`src/rtl/adder_pkg.sv`:
```
// Shared state encodings for multi-cycle arithmetic blocks.
// Kept separate so other serial units and benches can reuse them.
package adder_pkg;

  typedef enum logic [1:0] {
    ST_IDLE = 2'd0,
    ST_ADD  = 2'd1,
    ST_DONE = 2'd2
  } state_e;

  // Counter width for a WIDTH-step serial loop, never below one bit.
  function automatic int cnt_width(input int width);
    int w;
    w = $clog2(width);
    return (w < 1) ? 1 : w;
  endfunction

endpackage

```
`src/rtl/full_adder_str.sv`:
```
// Gate-level one-bit full adder.
// Serves as the single arithmetic slice of the serial adder.
module full_adder_str (
  input  logic a,
  input  logic b,
  input  logic cin,
  output logic sum,
  output logic c_out
);

  logic ab_x;
  logic ab_a;
  logic cx_a;

  xor g_x0 (ab_x, a, b);
  xor g_x1 (sum, ab_x, cin);
  and g_a0 (ab_a, a, b);
  and g_a1 (cx_a, ab_x, cin);
  or  g_o0 (c_out, ab_a, cx_a);

endmodule

```
`src/rtl/bit_serial_adder.sv`:
```
// WIDTH-bit adder processing one bit per clock, LSB first.
// One full-adder slice plus a carry flop; result held until next add.
module bit_serial_adder
  import adder_pkg::*;
#(
  parameter int WIDTH = 8
) (
  input  logic             clk,
  input  logic             rst,
  input  logic             start,
  input  logic [WIDTH-1:0] a,
  input  logic [WIDTH-1:0] b,
  input  logic             cin,
  output logic             busy,
  output logic             done,
  output logic [WIDTH-1:0] sum,
  output logic             c_out
);

  localparam int CW = cnt_width(WIDTH);
  localparam logic [CW-1:0] LAST = CW'(WIDTH - 1);

  state_e           state_q, state_d;
  logic [CW-1:0]    cnt_q, cnt_d;
  logic [WIDTH-1:0] a_q, a_d;
  logic [WIDTH-1:0] b_q, b_d;
  logic             carry_q, carry_d;
  logic [WIDTH-2:0] acc_q, acc_d;
  logic [WIDTH-1:0] sum_q, sum_d;
  logic             cout_q, cout_d;

  logic fa_s;
  logic fa_c;

  full_adder_str u_fa (
    .a     (a_q[0]),
    .b     (b_q[0]),
    .cin   (carry_q),
    .sum   (fa_s),
    .c_out (fa_c)
  );

  // Next-state: operand load, per-bit shift, and final result capture.
  always_comb begin
    state_d = state_q;
    cnt_d   = cnt_q;
    a_d     = a_q;
    b_d     = b_q;
    carry_d = carry_q;
    acc_d   = acc_q;
    sum_d   = sum_q;
    cout_d  = cout_q;
    unique case (state_q)
      ST_IDLE, ST_DONE: begin
        if (start) begin
          a_d     = a;
          b_d     = b;
          carry_d = cin;
          cnt_d   = '0;
          state_d = ST_ADD;
        end else begin
          state_d = ST_IDLE;
        end
      end
      ST_ADD: begin
        a_d     = a_q >> 1;
        b_d     = b_q >> 1;
        carry_d = fa_c;
        acc_d   = (WIDTH-1)'({fa_s, acc_q} >> 1);
        if (cnt_q == LAST) begin
          sum_d   = {fa_s, acc_q};
          cout_d  = fa_c;
          state_d = ST_DONE;
        end else begin
          cnt_d = cnt_q + CW'(1);
        end
      end
      default: state_d = ST_IDLE;
    endcase
  end

  // State and datapath registers with synchronous reset.
  always_ff @(posedge clk) begin
    if (rst) begin
      state_q <= ST_IDLE;
      cnt_q   <= '0;
      a_q     <= '0;
      b_q     <= '0;
      carry_q <= 1'b0;
      acc_q   <= '0;
      sum_q   <= '0;
      cout_q  <= 1'b0;
    end else begin
      state_q <= state_d;
      cnt_q   <= cnt_d;
      a_q     <= a_d;
      b_q     <= b_d;
      carry_q <= carry_d;
      acc_q   <= acc_d;
      sum_q   <= sum_d;
      cout_q  <= cout_d;
    end
  end

  assign busy  = (state_q == ST_ADD);
  assign done  = (state_q == ST_DONE);
  assign sum   = sum_q;
  assign c_out = cout_q;

endmodule
```
`config.mk`:
```
export PLATFORM = sky130hd
export DESIGN_NAME = bit_serial_adder
export DESIGN_NICKNAME = d
export VERILOG_FILES = /design/src/rtl/adder_pkg.sv /design/src/rtl/full_adder_str.sv /design/src/rtl/bit_serial_adder.sv
export SDC_FILE = /design/constraint.sdc
export NUM_CORES = 1
export LEC_CHECK = 0
export ABC_CLOCK_PERIOD_IN_PS = 1700
export BUFFER_PORTS_ARGS = -buffer_cell sky130_fd_sc_hd__buf_4
export CAP_MARGIN = 20
export CORE_MARGIN = 4
export CORE_UTILIZATION = 30
export DETAILED_ROUTE_END_ITERATION = 7
export GPL_TIMING_DRIVEN = 0
export SYNTH_ARGS = -nofsm -noshare
export SYNTH_HDL_FRONTEND = slang
export SYNTH_SLANG_ARGS = --single-unit
```
`constraint.sdc`:
```
create_clock -name clk -period 1.7 [get_ports clk]
set_input_delay 0.255 -clock clk [delete_from_list [all_inputs] [get_ports clk]]
set_output_delay 0.255 -clock clk [all_outputs]
set_load 0.02 [all_outputs]
```
=== Word level (Yosys, flattened, before mapping) ===
Cells that the tools add are included.

* Flip-flop bits (word level): 38
* Latch bits: 0
* Memory bits (writable): 0
* Memory bits (read-only): 0
* Bits of input ports: 20
* Output and inout port bits: 11
* Logic and storage cells: 38
* Memories: 0

* Add/sub/neg operators: 1
* $mul: 0
* Divide/modulo/power cells: 0
* $lt $le $gt $ge: 0
* Equality and inequality tests: 6
* Shift operators: 0
* Multiplexer cells: 12
* Bitwise gates (word level): 5
* Reduce and logical (&&, ||, !) cells: 6

{| class="wikitable"
|+ Operators by type and width
! kind !! count
|-
| $pmux 8 s2 || 2
|-
| $mux 8 || 2
|-
| $mux 3 || 2
|-
| $pmux 3 s2 || 1
|-
| $ne 2x2->1 const B || 2
|-
| $pmux 2 s2 || 1
|-
| $reduce_and 2->1 || 2
|-
| $add 3x1->3 const B || 1
|-
| $eq 3x3->1 const B || 1
|-
| $reduce_and 3->1 || 1
|-
| $and 1x1->1 || 2
|-
| $eq 2x1->1 const B || 1
|-
| $eq 2x2->1 const B || 1
|-
| $logic_not 2->1 || 1
|-
| $mux 1 || 2
|-
| $mux 2 || 1
|-
| $ne 2x1->1 const B || 1
|-
| $pmux 1 s2 || 1
|-
| $reduce_bool 2->1 || 1
|-
| $reduce_or 2->1 || 1
|-
| $xor 1x1->1 || 2
|-
| $or 1x1->1 || 1
|}

=== Longest topological paths before layout ===
* Depth after elaboration: 4
* Gate-level depth with buffers: 6
* Depth with buffers taken out: 5

=== Modules after synthesis ===
A second synthesis with hierarchy kept.

* Cells, all modules: 188
* Area total of the unflattened synthesis: 1516.5 um^2

{| class="wikitable"
|+ Modules (own cells, without submodules)
! module !! times used !! cells an instance !! area an instance (um^2)
|-
| bit_serial_adder || 1 || 187 || 1496.4
|-
| full_adder_str || 1 || 1 || 20.0
|}

=== Worst setup path before layout ===
No wires, ideal clock.

* Path kind: reg-to-reg
* Start: register cnt_q[0]
* End: register cnt_q[1]
* Library setup time: 0.132 ns
* Arrival time: 1.217 ns
* Path slack: 0.350 ns
* Cell stages (with the launch flop): 6
* Buffers on the path: 0
* Period minus slack after synthesis: 1.350 ns
* Path through: dfxtp_1 -> ha_1 -> ha_1 -> or3b_1 -> nand3_1 -> a21oi_1

* Longest elaborated chain between the ends: 3
* Elaborated cells between the ends (all ways): 6
* Classes of those cells: add/sub: 1; eq/ne: 2; mux: 2; reduce/logical: 1

{| class="wikitable"
|+ RTL lines
! what !! line !! source
|-
| start, declared || bit_serial_adder.sv:24 || <nowiki>logic [CW-1:0] cnt_q, cnt_d;</nowiki>
|-
| start signal, assigned || bit_serial_adder.sv:95 || <nowiki>cnt_q <= cnt_d;</nowiki>
|-
| $add 3x1->3 / $eq 3x3->1 (equally long branches) || bit_serial_adder.sv:75, bit_serial_adder.sv:70 ||
|-
| $mux 3 / $ne 2x2->1 (equally long branches) || - ||
|-
| $pmux 3 s2 / $reduce_and 3->1 (equally long branches) || - ||
|}

Several ways; a longest one is shown, not always the timed one. The select of a mux whose other input is x is not followed.
A chain may end at the register's enable or synchronous reset.

=== Worst setup path after layout ===
* Start: register state_q[1]
* End: output busy

* Longest elaborated chain between the ends: 1

{| class="wikitable"
|+ RTL lines
! what !! line !! source
|-
| start, declared || bit_serial_adder.sv:23 || <nowiki>state_e state_q, state_d;</nowiki>
|-
| start signal, assigned || bit_serial_adder.sv:94 || <nowiki>state_q <= state_d;</nowiki>
|-
| $eq 2x1->1 || bit_serial_adder.sv:105 || <nowiki>assign busy = (state_q == ST_ADD);</nowiki>
|-
| end, declared || bit_serial_adder.sv:14 || <nowiki>output logic busy,</nowiki>
|}

Every way passes these cells.

==> impl_summary.txt <==
----------------------------------------------------
[Clock network]
  # clock sinks ... 38
  Root buffer cell ... clkbuf_8
  Clock insertion delay at the later pin of the skew report ... approximately 0.29 ns
  Number of H-tree levels ... 2
  Longest Clk Path Bufs ... 2
  Clock buffer count from CTS ... 5
  Clock slew at reported path FFs ... roughly 0.070 ns
  Clock tree from TritonCTS ... yes

[Route]
  Starting DRT DRC Count ... 78
  Remaining design rule violation count ... 0
  Routed Wire Length ... 3427 um
  Number of detailed-route iterations in the first pass ... 4
  Per-cell via count in the routed design ... ~4.6
  Routed wire per std cell ... ~12 um
  Number of vias in the routed layout ... 1348
  Detail Route Antenna Nets ... 0

[Critical path]
  Critical path's slowest cell ... dfxtp_1
  Type of element capturing the critical path ... output port
  Maximum net fanout on the critical path ... 10
  Startpoint types ... flop
  Slowest cell delay on critical path ... ~0.4 ns
  Worst EP arrival ... between 1 and 1.5 ns
  Kind of cell adding the most delay to the critical path ... buffers and inverters
  Crit path cell chain ... nand2b_4, clkinv_2, buf_2, buf_4
  Number of buffer and inverter instances along the worst setup path ... 3
  Worst endpoint required time ... about 1.4 ns
  Crit Path Category ... reg2out

[Die]
  Die height ... slightly below 80 um
  Die X ... 79.10 um
  Number of primary I/O pins ... 31
  Placeable Area ... 4817 um2
  Number of rows in the core area ... 25
  Die area ... 6256 um2
  Starting density of the core ... 0.3148

[STA]
  Final worst path period need ... 1.585 ns
  Setup Total Neg Slack ... 0 ns
  Final Hold Fails ... 0
  Max-slew violations ... 0
  Final setup violation count ... 0
  Max-slew headroom ... 0.6562
  Achievable frequency ... 630.8 MHz
  Fraction of the cycle the final worst path needs ... 0.9326
  Worst-Margin Slew ... 0.5157 ns
  Maximum clock skew at final layout ... between 0.001 and 0.0015 ns
  Setup repair after global routing missed its margin ... false

[Synthesis]
  Fraction of the mapped netlist area in compound gates ... 0.1592
  Register bit total from synthesis ... 38
  Proportion of synthesized chip area in sequential cells ... 0.5017
  Largest family of logic cells by synthesized area ... simple AND/OR/NAND/NOR gates
  Netlist area before placement ... 1516 um2
  Total number of yosys warnings ... 0
  Synthesized area per cell ... 8.066 um2
  Synth Net Count ... between 200 and 250
  Post-synthesis share of cell area spent on full adders, half adders and majority gates ... 0.02970
  Number of different library cells in the post-synthesis netlist ... 17
  Post-synthesis share of cell area spent on xor and xnor gates ... 0
  Mux share of post-synthesis cell area ... 0
  Basic-gate share of the synthesized area counting and, or, nand and nor cells ... 0.2632
  Synth Instances ... roughly 190

[Cells and area]
  Post-layout utilization of the core ... 0.3969
  Final instance count without filler cells ... 292
  Fraction of final layout cells with drive strength greater than 1 ... 0.2089
  Final #Nets ... ~250
  Area added between synthesis and finish ... 26.07%
  Layout fillers ... 535
  Diode count ... 0

[Job]
  Max Cap Viol ... 0

[Worst hold path]
  Min-delay worst type ... in2reg

[Run status]
  Run status ... finished, final reports clean

[Power and ir drop]
  PD cells ... 915.8 nW/um2
  Leakage Power ... around 0.75 nW
  Maximum vdd drop ... 0.0003149 V

[Global route]
  Maximum number of pins on one net before global-route repair ... 11
  Global-route wire length before repair ... 5913 um
  Vias in the first global route ... between 1000 and 1500
  Global router's overall resource usage ... 0.1237
  Total congestion overflow after global routing ... 0
  Initial antenna violation count ... 0

[Placement]
  Port Buffer Count ... 29
  # placed instances ... 284
  RePlAce Congestion ... 0.7631
  Post-DP HPWL ... 2459 um

----------------------------------------------------
[sequential cells by signal (all words and copies together) (netlist names)]
register  flops
c_out         1
a_q           8
carry_q       1
acc_q         7
state_q       2
b_q           8
sum           8
cnt_q         3
[placed cells by master (no fill, tap or decap)]
cell / instances
nand2_1: 57
dfxtp_1: 37
buf_4: 31
a21oi_1: 22
nor2_1: 16
a311oi_1: 15
nand3_1: 14
buf_2: 8
clkbuf_1: 7
clkbuf_8: 5
nor2b_1: 2
nand2b_1: 2
ha_1: 2
nand2b_4: 1
clkinv_2: 1
nand3b_1: 1
or3b_1: 1
nor3b_1: 1
fa_1: 1
dfxtp_2: 1
[synth_stat cells, drive strengths merged]
cell | count | area (um2)
nand2 | 57 | 214.0
clkbuf | 5 | 18.77
dfxtp | 38 | 760.7
nor2b | 2 | 12.51
a311oi | 15 | 131.4
buf | 9 | 47.55
nand3 | 14 | 70.07
clkinv | 1 | 3.750
nor2 | 16 | 60.06
a21oi | 22 | 110.1
ha | 2 | 25.02
nand3b | 1 | 7.510
nor3b | 1 | 7.510
nand2b | 3 | 18.77
or3b | 1 | 8.760
fa | 1 | 20.02
[metrics by stage]
stage	hold slack (ns)	setup slack [ns]	instance area [um2]	total power, mW
2_1_floorplan	0.3910	0.3503	1516	1.118
3_3_place_gp	0.4448	0.1526	1818	1.197
4_1_cts	0.2075	0.02406	1896	1.774
3_5_place_dp	0.4470	0.1430	1818	1.200
6_report	0.2139	0.1146	1912	1.751
5_1_grt	0.2283	0.009610	1912	1.852
[logic make-up after synthesis]
logic type	Yosys count
DFF	38
buffers and inverters	15
adders and majority gates	3
AOI/OAI and AO/OA	37
and+or+nand+nor	95
[layer usage]
layer | wire, um | GRT usage
met4 | 37 | 0.05670
met2 | 1557 | 0.1911
met5 | 0 | 0
met3 | 157 | 0.04989
met1 | 1674 | 0.1503
[tightest hold or removal path: cells and delay by family]
family                 cells  cell delay, ns
buffers and inverters      1            0.11
and+or+nand+nor            1            0.04
AOI/OAI and AO/OA          1            0.05
[power by group]
group | internal, mW | total [mW] | switching, mW | leakage (nW)
Clock | 0.282 | 0.570 | 0.288 | 0.0383
Combinational | 0.0923 | 0.217 | 0.125 | 0.400
Sequential | 0.937 | 0.965 | 0.0278 | 0.310
Total | 1.31 | 1.75 | 0.440 | 0.749
[final cells by class]
| class | count | area, um2 | area share |
|---|---|---|---|
| timing repair buffer | 30 | 225.2 | 0.1178 |
| clock buffer | 7 | 76.32 | 0.03992 |
| sequential | 38 | 762.0 | 0.3986 |
| buffer | 14 | 66.31 | 0.03469 |
| tap | 67 | 83.83 | 0.04385 |
| inverter | 1 | 5.005 | 0.002618 |
| multi-input combinational | 135 | 693.2 | 0.3626 |
[final timing paths]
kind              startpoint        to  slack [ns]  cells after the start
setup / recovery  state_q[1]      busy        0.11                      4
hold / removal          a[7]    a_q[7]        0.21                      3
setup reg to reg    cnt_q[0]  cnt_q[1]        0.26                      5
hold reg to reg       sum[2]    sum[2]        0.46                      2
[repair_timing]
| item | CTS | global route |
|---|---|---|
| buffers inserted | 0 | 1 |
| endpoints found under the setup margin | 1 | 10 |
| pin swaps | 0 | 0 |
| hold buffers | 0 | 0 |
| endpoints found under the hold margin | 0 | 0 |
| gates resized for setup | 1 | 2 |
No activity file was read; power rests on OpenSTA's default activity.
